## config.mk

```make
export PLATFORM = sky130hd
export DESIGN_NAME = thread_run_control
export DESIGN_NICKNAME = d
export VERILOG_FILES = /design/src/rtl/thread_run_control_pkg.sv /design/src/rtl/thread_run_control_slot.sv /design/src/rtl/thread_run_control.sv
export SDC_FILE = /design/constraint.sdc
export NUM_CORES = 1
export LEC_CHECK = 0
export CAP_MARGIN = 0
export CORE_MARGIN = 10
export CORE_UTILIZATION = 35
export CTS_CLUSTER_SIZE = 30
export DETAILED_ROUTE_END_ITERATION = 12
export SYNTH_ARGS = -nofsm -noshare
export SYNTH_HDL_FRONTEND = slang
export SYNTH_SLANG_ARGS = --single-unit
```

## constraint.sdc

```tcl
create_clock -name clock -period 7.3 [get_ports clock]
set_input_delay 1.46 -clock clock [delete_from_list [all_inputs] [get_ports clock]]
set_output_delay 1.46 -clock clock [all_outputs]
set_load 0.005 [all_outputs]
```

## src/rtl/thread_run_control_pkg.sv

```systemverilog
// Shared definitions for the per-thread run/halt sequencer: command encoding
// and FSM state encoding.
package thread_run_control_pkg;

    localparam logic CMD_START = 1'b0;
    localparam logic CMD_HALT  = 1'b1;

    typedef enum logic [1:0] {
        ST_IDLE  = 2'd0,
        ST_WAIT  = 2'd1,
        ST_APPLY = 2'd2
    } run_state_e;

endpackage

```

## src/rtl/thread_run_control_slot.sv

```systemverilog
// Round-robin issue-slot counter (thread number with synchronous active-low reset).
// Exposes both the registered slot and the slot that will be presented next cycle.
module thread_run_control_slot #(
    parameter int THREAD_COUNT       = 8,
    parameter int THREAD_COUNT_WIDTH = 3
) (
    input  logic                          clock,
    input  logic                          reset_n,
    output logic [THREAD_COUNT_WIDTH-1:0] slot,
    output logic [THREAD_COUNT_WIDTH-1:0] slot_next
);

    localparam logic [THREAD_COUNT_WIDTH-1:0] LAST_SLOT = THREAD_COUNT_WIDTH'(THREAD_COUNT - 1);

    logic [THREAD_COUNT_WIDTH-1:0] slot_reg;

    always_comb begin
        slot_next = (slot_reg == LAST_SLOT) ? '0 : slot_reg + THREAD_COUNT_WIDTH'(1);
    end

    always_ff @(posedge clock) begin
        if (!reset_n) begin
            slot_reg <= '0;
        end else begin
            slot_reg <= slot_next;
        end
    end

    assign slot = slot_reg;

endmodule

```

## src/rtl/thread_run_control.sv

```systemverilog
// Per-thread run/halt sequencer driving the Controller's jump/cancel on each thread's slot.
// Optional feature: define RUN_CONTROL_AUTOSTART_EN to have every thread active out of reset.
module thread_run_control
    import thread_run_control_pkg::*;
#(
    parameter int PC_WIDTH           = 10,
    parameter int THREAD_COUNT       = 8,
    parameter int THREAD_COUNT_WIDTH = 3
) (
    input  logic                          clock,
    input  logic                          reset_n,
    input  logic                          cmd_valid,
    output logic                          cmd_ready,
    input  logic                          cmd_halt,
    input  logic [THREAD_COUNT_WIDTH-1:0] cmd_thread,
    input  logic [PC_WIDTH-1:0]           cmd_pc,
    output logic [THREAD_COUNT_WIDTH-1:0] slot_thread,
    output logic                          jump,
    output logic [PC_WIDTH-1:0]           jump_destination,
    output logic                          cancel,
    output logic [THREAD_COUNT-1:0]       thread_active
);

    localparam logic [1:0] IDLE  = ST_IDLE;
    localparam logic [1:0] WAIT  = ST_WAIT;
    localparam logic [1:0] APPLY = ST_APPLY;

`ifdef RUN_CONTROL_AUTOSTART_EN
    localparam logic [THREAD_COUNT-1:0] ACTIVE_RESET = '1;
`else
    localparam logic [THREAD_COUNT-1:0] ACTIVE_RESET = THREAD_COUNT'(1);
`endif

    logic [THREAD_COUNT_WIDTH-1:0] slot_reg;
    logic [THREAD_COUNT_WIDTH-1:0] slot_next;

    logic [1:0]                    state_reg;
    logic [1:0]                    state_next;
    logic                          cmd_ready_reg;
    logic                          cmd_halt_reg;
    logic [THREAD_COUNT_WIDTH-1:0] cmd_thread_reg;
    logic [PC_WIDTH-1:0]           cmd_pc_reg;

    logic                          jump_reg;
    logic                          jump_next;
    logic                          cancel_reg;
    logic                          cancel_next;
    logic [PC_WIDTH-1:0]           dest_reg;
    logic [PC_WIDTH-1:0]           dest_next;

    logic [THREAD_COUNT-1:0]       active_reg;
    logic [PC_WIDTH-1:0]           park_reg [THREAD_COUNT];

    logic                          accept;
    logic                          present_next;
    logic [PC_WIDTH-1:0]           apply_pc;

    thread_run_control_slot #(
        .THREAD_COUNT       (THREAD_COUNT),
        .THREAD_COUNT_WIDTH (THREAD_COUNT_WIDTH)
    ) u_slot (
        .clock     (clock),
        .reset_n   (reset_n),
        .slot      (slot_reg),
        .slot_next (slot_next)
    );

    assign accept = cmd_valid && (state_reg == IDLE);

    // A command whose thread is the very next slot skips WAIT entirely, so
    // exact-slot acceptance applies one cycle later without a full wrap.
    always_comb begin
        state_next   = state_reg;
        present_next = 1'b0;
        apply_pc     = cmd_pc_reg;
        case (state_reg)
            IDLE: begin
                apply_pc = cmd_pc;
                if (accept) begin
                    present_next = (slot_next == cmd_thread);
                    state_next   = present_next ? APPLY : WAIT;
                end
            end
            WAIT: begin
                present_next = (slot_next == cmd_thread_reg);
                state_next   = present_next ? APPLY : WAIT;
            end
            APPLY:   state_next = IDLE;
            default: state_next = IDLE;
        endcase
    end

    always_comb begin
        jump_next   = 1'b0;
        cancel_next = 1'b0;
        dest_next   = '0;
        if (present_next) begin
            jump_next   = 1'b1;
            cancel_next = 1'b1;
            dest_next   = apply_pc;
        end else if (!active_reg[slot_next]) begin
            jump_next   = 1'b1;
            cancel_next = 1'b1;
            dest_next   = park_reg[slot_next];
        end
    end

    always_ff @(posedge clock) begin
        if (!reset_n) begin
            state_reg      <= IDLE;
            cmd_ready_reg  <= 1'b1;
            cmd_halt_reg   <= CMD_START;
            cmd_thread_reg <= '0;
            cmd_pc_reg     <= '0;
            jump_reg       <= 1'b0;
            cancel_reg     <= 1'b0;
            dest_reg       <= '0;
        end else begin
            state_reg     <= state_next;
            cmd_ready_reg <= (state_next == IDLE);
            if (accept) begin
                cmd_halt_reg   <= cmd_halt;
                cmd_thread_reg <= cmd_thread;
                cmd_pc_reg     <= cmd_pc;
            end
            jump_reg   <= jump_next;
            cancel_reg <= cancel_next;
            dest_reg   <= dest_next;
        end
    end

    // Run state and park address change only at the end of the APPLY cycle.
    for (genvar gi = 0; gi < THREAD_COUNT; gi++) begin : g_thread
        always_ff @(posedge clock) begin
            if (!reset_n) begin
                active_reg[gi] <= ACTIVE_RESET[gi];
                park_reg[gi]   <= '0;
            end else if ((state_reg == APPLY) && (cmd_thread_reg == THREAD_COUNT_WIDTH'(gi))) begin
                active_reg[gi] <= (cmd_halt_reg != CMD_HALT);
                if (cmd_halt_reg == CMD_HALT) begin
                    park_reg[gi] <= cmd_pc_reg;
                end
            end
        end
    end

    assign cmd_ready        = cmd_ready_reg;
    assign slot_thread      = slot_reg;
    assign jump             = jump_reg;
    assign cancel           = cancel_reg;
    assign jump_destination = dest_reg;
    assign thread_active    = active_reg;

endmodule
```

==> results of run 1 <==
## critical path, stage by stage (launching register included)
cell and delay [ns]:
dfxtp_1 0.33, ha_1 0.15, ha_1 0.68, nand2b_1 0.91, xnor2_1 0.22, nor3_2 0.09, o21ai_1 0.81, a22oi_1 0.22
## per-stage QoR
step                      hold slack [ns]  total power [µW]
after global routing               0.5390              1936
after floorplan                    0.4725             937.8
after detailed placement           0.4892              1043
final                              0.5015              1870
after CTS                          0.5069              1874
after global placement             0.4843              1040
## kinds of logic (layout without fill, tap and decap cells)
group           Yosys count  in the layout
xor+xnor                  6              6
compound gates          113            113
flops                   119            119
fa+ha+maj                 2              2
mux                      22             22
buf+inv                  39             92
simple gates            188            188
## layer usage
layer	up-vias	GRT usage, %	part of all wire (%)	routed length [µm]
met2	145	23.06	49	7208
met5	-	0	0	0
met3	25	3.353	6.0	883
li1	1849	-	-	-
met1	1913	17.29	43	6242
met4	0	5.106	1.8	262
## cell usage after synthesis, types with 2 or more instances
master	number	area, µm²
and2_1	81	506.7
edfxtp_1	80	2402
a21oi_1	40	200.2
dfxtp_1	39	780.8
nand2_1	36	135.1
nor2_1	21	78.83
nand2b_1	20	125.1
mux2i_1	19	190.2
o21ai_0	15	75.07
a221oi_1	14	122.6
clkbuf_1	13	48.80
o211ai_1	11	82.58
a22oi_1	10	75.07
inv_1	8	30.03
nor2b_1	8	50.05
o31ai_1	8	60.06
buf_2	6	30.03
buf_6	5	56.30
xnor2_1	5	43.79
buf_4	4	30.03
a211oi_1	3	22.52
mux2_2	3	33.78
nand3_1	3	15.01
o221ai_1	3	26.28
o22ai_1	3	18.77
ha_1	2	25.02
nand3b_1	2	15.01
nor2_2	2	12.51
nor3_1	2	10.01
nor4_1	2	12.51
o311ai_0	2	17.52
or2_2	2	12.51
## power groups by stage
stage               Combinational, µW  Sequential (µW)  Clock, µW
floorplan                         145              792          0
global placement                  235              805          0
detailed placement                236              807          0
CTS                               237              793        844
global route                      259              799        879
finish                            237              792        840
## cell type report
cell class / count / area (µm²)
repair buffers: 50 / 475.5
fillers: 1414 / 8606
inverters: 10 / 37.54
clock buffers: 20 / 478.0
multi-input cells: 331 / 2095
flip-flops and latches: 119 / 3184
well taps: 211 / 264.0
clock inverters: 12 / 118.9
## worst max path at each step
stage | end | cells past startpoint
after floorplan | park_reg[1][0]$_SDFFCE_PN0P_ | 2
after global routing | jump_destination[1]$_SDFF_PN0_ | 7
after global placement | jump_destination[9]$_SDFF_PN0_ | 5
after detailed placement | jump_destination[9]$_SDFF_PN0_ | 5
final | jump_destination[1]$_SDFF_PN0_ | 7
after CTS | jump_destination[9]$_SDFF_PN0_ | 7
==> impl_metrics.yaml, run 1 <==
clock_tree:
  htreeDepth: 4
  cts_sinks: 119
  root_buffer: "clkbuf_16"
  post_cts_buffers: 0
  cts-buffers-inserted: 17
  ctsResizeCount: 0
  cts.reportedPaths.clkPinSlew_ns: 0.05
  cts_tree: "built"
  hold_buffers: 0
  worstSkewPairLatency_ns: 0.42
  clk_path_buf_depth: 2
detailed_routing:
  finalWirelength_um: 14600
  via_per_inst: 5.222
  dr.pass1.iters: 5
  dr_total_vias: 3932
  wl_per_cell_um: 19.38
  drcViolationCount: 0
  antenna_left: 0
  drt_iter0_drc: 314
grt:
  grt_antenna_before_repair: 0
  grt_pass1_wl_um: 23340
  overflow: 0
  grt_max_degree: 55
  track_usage_pct: 13.95
  grt_pass1_vias: 4019
finish:
  largest_reg_flops: 80
  drive_above_1_share_pct: 10.33
  utilization_pct: 43.60
  final_cell_mix: "81 x and2_1, 80 x edfxtp_1, 40 x a21oi_1, 40 x clkdlybuf4s50_1, 38 x dfxtp_1"
  fin_nets: 548
  fin_cells: 753
  diodes: 0
  area_growth_pct: 21.31
  fin_area_um2: 6653
  layout_commonest_cell: "and2_1"
timing:
  fin_skew_ns: 0.01036
  max-slew-margin-rel_pct: 23.89
  setup_viol: 0
  rsz0062_at_grt: "no"
  setup_tns_ns: 0
  finalCritPeriodShare_pct: 49.58
  slew_violations: 0
  max_freq_ghz: 0.2763
  fin_ws_ns: 3.680
  fin_crit_ns: 3.620
  hold_viol: 0
  tightest_slew_ns: 1.142
synth:
  syn-cell-area_um2: 5484
  ys.warnings.count: 0
  ys_seq_area_share_pct: 58.04
  synth_fa_ha_area_share_pct: 0.4563
  synth_xor_area_share_pct: 0.9582
  synth_compound_area_share_pct: 13.48
  synth_seq_cells: 119
  synthCells: 489
  synth_top_family_by_area: "simple AND/OR/NAND/NOR gates"
  synthMuxAreaShare_pct: 4.084
  synthFlopType: "edfxtp_1"
  ys_types: 49
  synth-edff-count: 80
  synth_async_sr_flop_share_pct: 0
  synth_nets: 508
  syn-mean-instance-area_um2: 11.21
  yosys.area_share.simple_pct: 19.21
power:
  p_int_uw: 1401
  swShare_pct: 25.05
  irDropWorstVdd_mv: 0.1547
  power_density_nw_per_um2: 281.0
  switchingPower_uw: 468.4
  power.share.clock_pct: 44.9
  pwr-share-seq_pct: 42.4
  static-leakage-power_uw: 0.002482
  combPwrFrac_pct: 12.7
worst_setup_path:
  arrival_ns: 3.85
  crit_type: "reg -> reg"
  crit_start: "u_slot.slot[1]$_SDFF_PN0_"
  required_ns: 7.53
  path_max_fanout: 24
  worstReg2RegEnd: "jump_destination[1]$_SDFF_PN0_"
  reg2reg_setup_slack_ns: 3.68
  reg2reg_from: "u_slot.slot[1]$_SDFF_PN0_"
  end_kind: "flop"
  worstRegToRegCells: 7
  worstSetupStartpointType: "flop"
floorplanning:
  die_area_um2: 21080
  die_h_um: 145.2
  die_x_um: 145.2
  core_area_um2: 15260
  rows: 45
  initial_utilization_pct: 35.94
  boundaryPins: 41
outcome:
  outcome: "finished clean"
worst_hold_path:
  hp-class: "reg -> reg"
  hold_depth: 2
  hp-start: "thread_active[3]$_SDFFE_PN0P_"
  worst_hold_path.endpoint: "thread_active[3]$_SDFFE_PN0P_"
placed_design:
  place_ws_ns: 3.603
  gp_congestion: 0.8240
  hpwl_um: 9790
  placedCellCount: 721
  postPlaceCellArea_um2: 6056
  numPortBuffers: 40
flow_run:
  drv_cap: 0
(Power assumes the default switching activity.)
==> inputs of run 2 (changes only) <==
clock period = 3.15 ns   (was 7.3 ns; I/O delays follow)
==> impl_metrics.yaml, run 2 (synthesized netlist as in run 1, its figures left out) <==
finish:
  fin_nets: 556
  diodes: 0
  nFillCells: 1420
  area_growth_pct: 23.41
  register_area_um2: 3184
  drive_above_1_share_pct: 11.64
  multi_input_area_um2: 2095
  fin_area_um2: 6768
  largest_reg_flops: 80
  utilization_pct: 44.35
  final_cell_mix: "81 x and2_1, 80 x edfxtp_1, 40 x a21oi_1, 40 x clkdlybuf4s50_1, 38 x dfxtp_1"
  layout_commonest_cell: "and2_1"
worst_hold_path:
  hp-start: "thread_active[2]$_SDFFE_PN0P_"
  hp-class: "reg -> reg"
placed_design:
  hpwl_um: 9889
  numPortBuffers: 40
  postPlaceCellArea_um2: 6116
  gp_congestion: 0.8008
worst_setup_path:
  required_ns: 3.39
  reg2reg_from: "u_slot.slot[0]$_SDFF_PN0_"
  arrival_ns: 2.84
  cp_cell_sequence: "ha_1, ha_1, nand2b_1, xnor2_1, nor3_2, o21ai_1, a22oi_1"
  crit_start: "u_slot.slot[0]$_SDFF_PN0_"
  path_max_fanout: 12
  worstSetupStartpointType: "flop"
  cpPeakStageDelay_ns: 0.74
  path_delay_family: "compound AO/OA/AOI/OAI gates"
  end_kind: "flop"
  crit_type: "reg -> reg"
  cpMaxStageDelayCell: "o21ai_1"
  crit_path_frequent_cell: "ha_1"
  critical_path_buf_inv_count: 0
clock_tree:
  hold_buffers: 0
  cts-buffers-inserted: 17
  cts.reportedPaths.clkPinSlew_ns: 0.06
  cts_sinks: 119
  post_cts_buffers: 0
  worstSkewPairLatency_ns: 0.41
  cts_tree: "built"
  htreeDepth: 4
  clk_path_buf_depth: 2
  ctsResizeCount: 0
  root_buffer: "clkbuf_16"
detailed_routing:
  drcViolationCount: 0
  finalWirelength_um: 14480
  dr_wl_met3_um: 733
  wl_per_cell_um: 19.03
  top_layer_used: "met4"
  wl_met1_um: 6276
  dr_total_vias: 3914
  antenna_left: 0
  dr.pass1.iters: 4
  drt_iter0_drc: 310
  via_per_inst: 5.143
  met2_length_um: 7273
grt:
  grt_max_degree: 55
  grt_pass1_wl_um: 22610
  track_usage_pct: 13.68
  grt_antenna_before_repair: 0
  overflow: 0
  grt_pass1_vias: 3957
timing:
  setup_viol: 0
  finalCritPeriodShare_pct: 82.35
  fin_skew_ns: 0.01100
  rsz0062_at_grt: "no"
  max_freq_ghz: 0.3855
  hold_viol: 0
  max-slew-margin-rel_pct: 36.98
  fin_crit_ns: 2.594
  slew_violations: 0
  setup_tns_ns: 0
  tightest_slew_ns: 0.9391
floorplanning:
  die_h_um: 145.2
  core_area_um2: 15260
  boundaryPins: 41
  initial_utilization_pct: 35.94
  die_x_um: 145.2
  rows: 45
  die_area_um2: 21080
flow_run:
  drv_cap: 0
outcome:
  outcome: "finished clean"
power:
  power_density_nw_per_um2: 662.2
  static-leakage-power_uw: 0.002537
  irDropWorstVdd_mv: 0.3763
## run 2: final cells by class
type                    count  area share, %
clock buffers              21          7.765
flip-flops and latches    119          47.05
well taps                 211          3.901
inverters                  10         0.5546
clock inverters            11          1.867
multi-input cells         331          30.95
repair buffers             58          7.913
## run 2: worst register-to-register path, stage by stage, from the launching register on
cell      delay (ns)
dfxtp_2         0.32
ha_1            0.19
ha_1            0.23
nand2b_1        0.37
xnor2_1         0.29
nor3_2          0.08
o21ai_1         0.74
a22oi_1         0.21
## run 2: path summary, 6_finish.rpt
kind,end,slack (ns),cells after the start
max,jump_destination[3]$_SDFF_PN0_,0.56,7
min reg2reg,thread_active[2]$_SDFFE_PN0P_,0.51,2
max reg2reg,jump_destination[3]$_SDFF_PN0_,0.56,7
min,thread_active[2]$_SDFFE_PN0P_,0.51,2
## run 2: through the flow
step                total power [µW]  hold WS (ns)  instances  worst slack, ns
global route                    4636        0.5377        761           0.3881
detailed placement              2433        0.4938        729           0.5671
floorplan                       2173        0.4725        489           0.8456
finish                          4482        0.5099        761           0.5559
global placement                2420        0.4938        729           0.6081
CTS                             4509        0.5066        761           0.5443
## run 2: report_power, final
part,internal [µW],leakage [µW],switching (µW)
sequential,1760,0.00115,77.1
combinational,254,0.00107,308
clock,1360,0.000322,724
## run 2: per-layer routing
layer,track usage [%],up-vias
li1,-,1870
met1,16.21,1904
met2,23.54,125
met3,3.167,15
met4,5.157,0
met5,0,-
